===== src/rtl/hwacc_tcdm_mux.sv =====
// Funnels lane p of N_ACC accelerators onto one shared TCDM lane p with per-lane
// round-robin arbitration, request-hold, 1-cycle response routing and a contention counter.
//
// state | meaning
// IDLE  | arbitrate round-robin from rr_q among eligible requesters
// HOLD  | a request went ungranted; hold_q keeps the lane until handshake or request drop
module hwacc_tcdm_mux #(
  parameter int unsigned N_ACC   = 3,
  parameter int unsigned N_PORTS = 3,
  parameter int unsigned ADDR_W  = 32,
  parameter int unsigned DATA_W  = 32,
  parameter int unsigned CNT_W   = 32
) (
  input  logic                                clk_i,
  input  logic                                rst_ni,
  input  logic [N_ACC-1:0]                    acc_mask_i,
  input  logic [N_ACC*N_PORTS-1:0]            acc_req_i,
  output logic [N_ACC*N_PORTS-1:0]            acc_gnt_o,
  input  logic [N_ACC*N_PORTS*ADDR_W-1:0]     acc_add_i,
  input  logic [N_ACC*N_PORTS-1:0]            acc_wen_i,
  input  logic [N_ACC*N_PORTS*DATA_W/8-1:0]   acc_be_i,
  input  logic [N_ACC*N_PORTS*DATA_W-1:0]     acc_data_i,
  output logic [N_ACC*N_PORTS-1:0]            acc_r_valid_o,
  output logic [N_ACC*N_PORTS*DATA_W-1:0]     acc_r_data_o,
  output logic [N_PORTS-1:0]                  tcdm_req_o,
  input  logic [N_PORTS-1:0]                  tcdm_gnt_i,
  output logic [N_PORTS*ADDR_W-1:0]           tcdm_add_o,
  output logic [N_PORTS-1:0]                  tcdm_wen_o,
  output logic [N_PORTS*DATA_W/8-1:0]         tcdm_be_o,
  output logic [N_PORTS*DATA_W-1:0]           tcdm_data_o,
  input  logic [N_PORTS-1:0]                  tcdm_r_valid_i,
  input  logic [N_PORTS*DATA_W-1:0]           tcdm_r_data_i,
  input  logic                                cnt_clear_i,
  output logic [CNT_W-1:0]                    conflict_cnt_o,
  output logic                                resp_err_o
);

  localparam int unsigned IDX_W = (N_ACC > 1) ? $clog2(N_ACC) : 1;
  localparam int unsigned BE_W  = DATA_W / 8;

  typedef enum logic {IDLE, HOLD} lane_state_e;

  logic [N_PORTS-1:0] lane_conflict;
  logic [N_PORTS-1:0] resp_unexp;

  for (genvar p = 0; p < N_PORTS; p++) begin : g_lane
    lane_state_e      state_q;
    logic [IDX_W-1:0] rr_q, hold_q, own_q, winner;
    logic             out_q, win_valid, hs, hold_live;
    logic [N_ACC-1:0] elig, gnt_l;
    int unsigned      scan_idx;
    logic [ADDR_W-1:0] add_l;
    logic              wen_l;
    logic [BE_W-1:0]   be_l;
    logic [DATA_W-1:0] data_l;

    always_comb begin
      elig = '0;
      for (int a = 0; a < N_ACC; a++) begin
        elig[a] = acc_req_i[a*N_PORTS+p] & acc_mask_i[a];
      end
    end

    // a held requester keeps the lane even if masked; dropping its request breaks the hold
    assign hold_live = (state_q == HOLD) & acc_req_i[int'(hold_q)*N_PORTS+p];

    always_comb begin
      winner    = '0;
      win_valid = 1'b0;
      scan_idx  = 0;
      if (hold_live) begin
        winner    = hold_q;
        win_valid = 1'b1;
      end else begin
        // scan downwards so the lowest offset from rr_q is written last and wins
        for (int i = N_ACC-1; i >= 0; i--) begin
          scan_idx = int'(rr_q) + i;
          if (scan_idx >= N_ACC) scan_idx = scan_idx - N_ACC;
          if (elig[scan_idx]) begin
            winner    = IDX_W'(scan_idx);
            win_valid = 1'b1;
          end
        end
      end
      win_valid = win_valid & rst_ni;
    end

    assign hs = win_valid & tcdm_gnt_i[p];

    always_comb begin
      add_l  = '0;
      wen_l  = 1'b0;
      be_l   = '0;
      data_l = '0;
      gnt_l  = '0;
      for (int a = 0; a < N_ACC; a++) begin
        if (win_valid && winner == IDX_W'(a)) begin
          add_l    = acc_add_i[(a*N_PORTS+p)*ADDR_W +: ADDR_W];
          wen_l    = acc_wen_i[a*N_PORTS+p];
          be_l     = acc_be_i[(a*N_PORTS+p)*BE_W +: BE_W];
          data_l   = acc_data_i[(a*N_PORTS+p)*DATA_W +: DATA_W];
          gnt_l[a] = hs;
        end
      end
    end

    assign tcdm_req_o[p]                    = win_valid;
    assign tcdm_add_o[p*ADDR_W +: ADDR_W]   = add_l;
    assign tcdm_wen_o[p]                    = wen_l;
    assign tcdm_be_o[p*BE_W +: BE_W]        = be_l;
    assign tcdm_data_o[p*DATA_W +: DATA_W]  = data_l;

    for (genvar a = 0; a < N_ACC; a++) begin : g_acc
      assign acc_gnt_o[a*N_PORTS+p]     = gnt_l[a];
      assign acc_r_valid_o[a*N_PORTS+p] = out_q & tcdm_r_valid_i[p] & (own_q == IDX_W'(a));
      assign acc_r_data_o[(a*N_PORTS+p)*DATA_W +: DATA_W] =
        rst_ni ? tcdm_r_data_i[p*DATA_W +: DATA_W] : '0;
    end

    assign lane_conflict[p] = (state_q == IDLE) && ($countones(elig) >= 2);
    assign resp_unexp[p]    = tcdm_r_valid_i[p] & ~out_q;

    always_ff @(posedge clk_i or negedge rst_ni) begin
      if (!rst_ni) begin
        state_q <= IDLE;
        rr_q    <= '0;
        hold_q  <= '0;
        own_q   <= '0;
        out_q   <= 1'b0;
      end else begin
        out_q <= hs;
        if (hs) begin
          state_q <= IDLE;
          own_q   <= winner;
          rr_q    <= (winner == IDX_W'(N_ACC-1)) ? '0 : winner + IDX_W'(1);
        end else if (win_valid) begin
          state_q <= HOLD;
          hold_q  <= winner;
        end else begin
          state_q <= IDLE;
        end
      end
    end
  end

  always_ff @(posedge clk_i or negedge rst_ni) begin
    if (!rst_ni) begin
      conflict_cnt_o <= '0;
      resp_err_o     <= 1'b0;
    end else begin
      if (|resp_unexp) resp_err_o <= 1'b1;
      if (cnt_clear_i) begin
        conflict_cnt_o <= '0;
      end else if ((|lane_conflict) && !(&conflict_cnt_o)) begin
        conflict_cnt_o <= conflict_cnt_o + CNT_W'(1);
      end
    end
  end

endmodule


===== config.mk =====
export PLATFORM = sky130hd
export DESIGN_NAME = hwacc_tcdm_mux
export DESIGN_NICKNAME = d
export VERILOG_FILES = /design/src/rtl/hwacc_tcdm_mux.sv
export SDC_FILE = /design/constraint.sdc
export NUM_CORES = 1
export LEC_CHECK = 0
export BUFFER_PORTS_ARGS = -buffer_cell sky130_fd_sc_hd__buf_4
export CORE_AREA = 5 5 492 494
export CTS_BUF_LIST = sky130_fd_sc_hd__clkbuf_4 sky130_fd_sc_hd__clkbuf_8
export DETAILED_ROUTE_END_ITERATION = 8
export DIE_AREA = 0 0 497 499
export SYNTH_ARGS = -nofsm -noshare
export SYNTH_HDL_FRONTEND = slang
export SYNTH_SLANG_ARGS = --single-unit

===== constraint.sdc =====
create_clock -name clk_i -period 4.2 [get_ports clk_i]
set_input_delay 0.84 -clock clk_i [delete_from_list [all_inputs] [get_ports clk_i]]
set_output_delay 0.84 -clock clk_i [all_outputs]
set_load 0.005 [all_outputs]

==> results of run 1 <==
==> worst reg2reg max path: cells and delay by family (launching register included) <==
kind               cells  cell delay, ps
and+or+nand+nor        5            2470
DFF                    1             500
AOI/OAI and AO/OA      1             140
==> sequential cells by signal (all words and copies together) (netlist names) <==
register,flops
conflict_cnt_o,32
g_lane.hold_q,6
g_lane.own_q,6
g_lane.rr_q,6
g_lane.out_q,3
g_lane.state_q,3
resp_err_o,1
==> layout make-up <==
cell class | count | area (um^2)
well taps | 3167 | 3963
fillers | 27470 | 208800
diodes | 12 | 30.03
clock buffers | 9 | 123.9
repair buffers | 1530 | 12930
multi-input cells | 1110 | 9572
flip-flops and latches | 57 | 1431
clock inverters | 7 | 56.30
inverters | 22 | 82.58
==> layout by cell type, fill, tap and decap left out, types with 29 or more instances in the layout <==
cell       instances
buf_4           1370
nand2_1          162
and2_1            97
mux2i_1           94
nand3_1           88
buf_6             86
a21o_1            69
o21ai_0           65
dfrtp_1           55
nor2_1            39
mux2i_4           39
buf_12            37
o22ai_1           34
o2bb2ai_1         30
xnor2_1           29
==> per-stage QoR <==
step	setup TNS (ps)	utilization (%)
finish	-43.45	11.90
global route	-5537	11.89
CTS	-3439	11.45
detailed placement	-31700	10.36
global placement	-41480	10.33
floorplan	0	-
==> power by group through the flow <==
stage / combinational (mW) / clock (mW) / sequential (mW)
final: 9.78 / 0.579 / 0.715
after global routing: 10.4 / 0.640 / 0.725
after CTS: 9.37 / 0.618 / 0.708
after floorplan: 2.64 / 0 / 0.706
after detailed placement: 7.52 / 0 / 0.727
after global placement: 7.51 / 0 / 0.725
==> logic make-up (layout without fill, tap and decap cells) <==
kind of cell | count (synthesis) | in the layout | synth area share (%)
DFF | 57 | 57 | 12.92
buffers and inverters | 352 | 1568 | 19.17
and+or+nand+nor | 487 | 488 | 21.91
other | 0 | 12 | 0
xor gates and xnor gates | 30 | 30 | 2.380
muxes | 166 | 166 | 15.43
AOI/OAI and AO/OA | 408 | 409 | 26.38
adders and majority gates | 17 | 17 | 1.814
==> worst max path at each step <==
stage | from | to | slack, ps | cells past startpoint
final | g_lane[0].hold_q[0] | tcdm_wen_o[0] | -20 | 13
after global routing | g_lane[0].hold_q[1] | tcdm_add_o[14] | -190 | 13
after CTS | g_lane[0].hold_q[1] | tcdm_add_o[22] | -150 | 11
after detailed placement | acc_mask_i[2] | tcdm_add_o[26] | -1140 | 10
after global placement | acc_req_i[4] | tcdm_add_o[63] | -1320 | 11
after floorplan | acc_req_i[7] | tcdm_add_o[75] | 650 | 9
==> layer usage <==
| layer | GRT usage [%] | part of all wire [%] | vias up |
|---|---|---|---|
| met2 | 29.50 | 50 | 1411 |
| met3 | 5.447 | 8.9 | 344 |
| met1 | 18.38 | 38 | 8840 |
| met4 | 2.393 | 2.6 | 18 |
| li1 | - | - | 7704 |
| met5 | 0 | 0.059 | - |
==> cell usage after synthesis, types with 5 or more instances <==
library cell | number | area share [%]
ha_1 | 12 | 1.4
dfrtp_1 | 57 | 13
and4_1 | 5 | 0.40
nand2_1 | 176 | 6.0
mux2_2 | 13 | 1.3
a21boi_0 | 58 | 3.9
inv_1 | 22 | 0.75
and2_1 | 98 | 5.6
buf_4 | 198 | 13
clkbuf_1 | 92 | 3.1
mux2i_1 | 151 | 14
buf_2 | 35 | 1.6
and3_1 | 7 | 0.40
xnor2_1 | 29 | 2.3
a21o_1 | 69 | 4.7
a22oi_1 | 5 | 0.34
a211oi_1 | 14 | 0.95
nor3_1 | 16 | 0.73
nor3b_1 | 5 | 0.34
a21boi_1 | 12 | 0.82
nand4_1 | 6 | 0.34
maj3_1 | 5 | 0.45
o2bb2ai_1 | 71 | 5.6
a21oi_1 | 7 | 0.32
o21ai_0 | 71 | 3.2
nor4_1 | 17 | 0.96
nor2b_1 | 6 | 0.34
o22ai_1 | 69 | 3.9
nor2_1 | 43 | 1.5
nand2b_1 | 5 | 0.28
nand3_1 | 88 | 4.0
==> repair_timing <==
action                                 in CTS  in global routing
setup endpoints to repair                 189                163
gates resized for setup                   306                149
gates cloned                               18                  8
endpoints found under the hold margin       0                  0
buffers inserted                           49                 29
pin swaps                                  43                 53
==> metrics, run 1 <==
async set-reset flop share out of synthesis=100.0%; row cnt=179; die width=497 um; Internal=5.366 mW; gp weighted congestion=1.023; Core Region=237000 um^2; Worst-Skew Late Latency=460 ps; Setup-failing EPs final=4; pin count of the biggest net entering global routing=102; Synth Cell Area=11040 um^2; sequential-to-total area share from yosys stat=12.92%; Worst Clk Skew=35.73 ps; Reg power frac=6.5%; Logic pwr share=88.3%; Worst R2R Start=conflict_cnt_o[2]; area grow syn2layout=155.4%; pins over their slew limit=0; Setup WS post-layout=-22.07 ps; vias in the first global route=18.16k; relative slew slack=27.66%; Via density=3.097; nature of the critical path startpoint=register; worst min path class=primary input to async pin; fin area=28190 um^2; status=finished with violations; Unique masters post-synth=64; critical path cell sequence=inv_1, ha_4, mux2_4, a2bb2oi_1, nand4b_1, buf_4, mux2i_4, buf_12, buf_4, buf_16, mux2i_4, o2bb2ai_1, buf_4; total of max-cap violations=0; CTS Buffer Depth=2; IO Port Bufs=1286; Post-DP HPWL=187.6 mm; worst reg2reg setup slack=990 ps; WP buf/inv=6; Initial DRT Pass Iterations=6; cell chosen for the clock root=clkbuf_8; final hold vios=0; Die H=499 um; failing checks=setup timing; worst hold margin=375.8 ps; CP Capture Type=output port; routed length per placed instance=35.97 um; iteration-0 DRC count of the detailed router=1286; maximum VDD drop=321.1 uV; Reg clk slew, reported paths=100 ps; Sink Count=57; IO Count=1287; Finished Layout Cells=5914; # DRC=0; CP Data Arrival Time=3380 ps; area post-placement=24560 um^2; mean post-synth cell area=7.276 um^2; CP required=3360 ps; Fmax achieved=0.2369 GHz; Worst Path Max Fanout=15; share of cells above drive strength 1=64.90%; power share of the clock group=5.2%; Least-Margin Pin Slew=1085 ps; Final Power=11.07 mW; H-tree levels=3; Post-CTS Hold Buffers=0; cts bufs inserted=9; minimum clock period=4222 ps; Mapped Nets=2267; switching part of the total=51.52%; CP most frequent cell=buf_4; antenna viol nets, final=0; CP max stage delay=360 ps; Post-Syn Instances=1517; synthesized flop and latch total=57; Final Cycle Share=100.5%; critical path class=register to output port; worst reg-to-reg path cell count=6; Post-synth EDFFs=0; reg2reg end=conflict_cnt_o[31]; top_reg_cell synth=dfrtp_1; Leak=12.29 nW; via count=18.32k; placed insts=5803; P per Cell Area=392.6 nW/um^2; grt total ovfl=0; CTS tree=done; RSZ-0062 raised after global routing=yes; synth warn=0; DIE AREA=248000 um^2; Placement Setup Slack=-1136 ps; Initial Util=4.658%; nets@finish=3480; GRT Total Usage=16.10%; Sw Pwr=5.703 mW; first-pass GRT wire length=249.9 mm; initial antenna violation count=161; DRT Wirelength=212.7 mm; Worst path slowest cell=dfrtp_1; Crit path max-delay family=buffers and inverters
No activity file was read; power rests on OpenSTA's default activity.
==> run 2: changes to the inputs <==
Settings changed: CTS_CLUSTER_DIAMETER from default to 40, TNS_END_PERCENT from default to 1.
==> run 2 against run 1 <==
The flow still finishes with violations (setup timing). Global-route usage fell by 0.27 points. Via count is 2.3% lower. Fmax fell by 0.68%. Final area fell by 5.2%. Combinational power shrank 11%. Sequential power about the same. Die area did not move. Routed wire length shrank 2.6%. Total power shrank 10%. Setup slack got worse by 29 ps. Critical path type is now primary input to output port. Highest routed layer unchanged.
==> metrics, run 2 (same netlist as run 1, synthesis figures left out) <==
Final Cycle Share=101.2% (+0.69 points); vias in the first global route=17.97k (-1.1%); total of max-cap violations=0 (unchanged); P per Cell Area=372.8 nW/um^2 (-5.0%); Die H=499 um (unchanged); Via density=3.053 (-1.4%); IO Count=1287 (unchanged); DRT Wirelength=207.2 mm (-2.6%); Worst-Skew Late Latency=470 ps (about the same); CTS Buffer Depth=2 (unchanged); worst reg2reg setup slack=1050 ps (+60 ps); Most flops, register=conflict_cnt_o; cts bufs inserted=9 (unchanged); fin area=26730 um^2 (-5.2%); CP Capture Type=output port; worst min path class=primary input to async pin; cell chosen for the clock root=clkbuf_8; FILL cells=27.59k (+0.44%); CP max stage delay=380 ps (+20 ps); DIE AREA=248000 um^2 (unchanged); H-tree levels=3 (unchanged); IO Port Bufs=1286 (unchanged); critical path class=primary input to output port; CTS tree=done; Worst R2R Start=conflict_cnt_o[2]; pins over their slew limit=0 (unchanged); Fmax achieved=0.2352 GHz (-0.68%); failing checks=setup timing; row cnt=179 (unchanged); Worst setup startpoint=acc_mask_i[2]; iteration-0 DRC count of the detailed router=1178 (-8.4%); area grow syn2layout=142.1%; routed length per placed instance=35.34 um (-1.8%); gp weighted congestion=1.023 (unchanged); Reg clk slew, reported paths=100 ps (about the same); GRT Total Usage=15.83% (-0.27 points); commonest non-fill, non-tap cells in the layout=1373 x buf_4, 162 x nand2_1, 120 x mux2i_1; worst hold margin=374.3 ps (-1.551 ps); Setup-failing EPs final=4 (unchanged); maximum VDD drop=279.4 uV (-13%); Least-Margin Pin Slew=1052 ps (-33.66 ps); initial antenna violation count=163 (+1.2%); pin count of the biggest net entering global routing=102 (unchanged); critical path cell sequence=buf_6, buf_4, a22oi_1, maj3_1, a211oi_1, o31a_4, buf_12, buf_4, nand2_2, o22ai_2, buf_4; Leak=11.78 nW (-4.2%); antenna viol nets, final=0 (unchanged); Placement Setup Slack=-1136 ps (unchanged); nets@finish=3420 (-1.7%); Worst Path Max Fanout=22 (+7); via count=17.90k (-2.3%); # DRC=0 (unchanged); CP Data Arrival Time=3410 ps (+30 ps); Crit path max-delay family=compound AO/OA/AOI/OAI gates; Worst path slowest cell=maj3_1; minimum clock period=4251 ps (+29.01 ps); RSZ-0062 raised after global routing=yes; Sink Count=57 (unchanged); number of flip-flops under the largest register name=32 (unchanged); area post-placement=24560 um^2 (unchanged); Core Region=237000 um^2 (unchanged); CP most frequent cell=buf_4; Worst Clk Skew=33.90 ps (-1.831 ps); WP buf/inv=5 (-1); grt total ovfl=0 (unchanged); status=finished with violations; nature of the critical path startpoint=primary input; placed insts=5803 (unchanged); final hold vios=0 (unchanged); Initial Util=4.658% (unchanged); Final Power=9.965 mW (-10%); reg2reg end=conflict_cnt_o[31]; Initial DRT Pass Iterations=8 (+2); commonest non-fill, non-tap cell in the layout=buf_4; first-pass GRT wire length=245.7 mm (-1.7%); worst reg-to-reg path cell count=6 (unchanged); Setup WS post-layout=-51.08 ps (-29.01 ps); share of cells above drive strength 1=62.43% (-2.5 points); Finished Layout Cells=5863 (-0.86%); Post-DP HPWL=187.6 mm (unchanged); CP required=3360 ps (about the same); die width=497 um (unchanged); relative slew slack=29.25% (+1.6 points)
-- run 2: stage by stage --
step / TNS (ps) / util, %
after CTS: -3713 / 11.12
after global placement: -41480 / 10.33
final: -87.94 / 11.28
after floorplan: 0 / -
after detailed placement: -31700 / 10.36
after global routing: -9182 / 11.27
-- run 2: worst max-delay path by stage --
stage	end	slack (ps)	cells after the start
final	tcdm_data_o[74]	-50	11
after global routing	tcdm_add_o[22]	-180	11
after CTS	tcdm_add_o[22]	-150	11
after detailed placement	tcdm_add_o[26]	-1140	10
after global placement	tcdm_add_o[63]	-1320	11
after floorplan	tcdm_add_o[75]	650	9
-- run 2: where the power goes --
group	internal, mW	switching (mW)	total, mW
clock network	0.218	0.361	0.579
logic	3.85	4.82	8.67
registers	0.635	0.0795	0.715
-- run 2: layer usage --
metal | vias to the layer above | global-route usage (%) | part of all wire [%]
met2 | 1357 | 28.93 | 50
li1 | 7577 | - | -
met3 | 320 | 5.694 | 9.1
met5 | - | 0 | 0.077
met4 | 22 | 2.546 | 2.6
met1 | 8626 | 17.85 | 38
-- run 2: final cells by class --
class / count / area (um^2) / area share, %
Timing Repair Buffer: 1471 / 11950 / 44.72
Multi-Input combinational cell: 1109 / 9067 / 33.93
Tap cell: 3167 / 3963 / 14.83
Sequential cell: 57 / 1429 / 5.346
Clock buffer: 9 / 123.9 / 0.4635
Inverter: 22 / 82.58 / 0.3090
Clock inverter: 7 / 56.30 / 0.2107
Antenna cell: 21 / 52.55 / 0.1966
-- run 2: what timing repair did --
item                                    in CTS  in global routing
endpoints found under the setup margin     189                178
resized for setup                          224                 79
hold buffers                                 0                  0
endpoints found under the hold margin        0                  0
gates cloned                                10                  1
setup buffers                               20                  0
pin swaps                                   24                 22
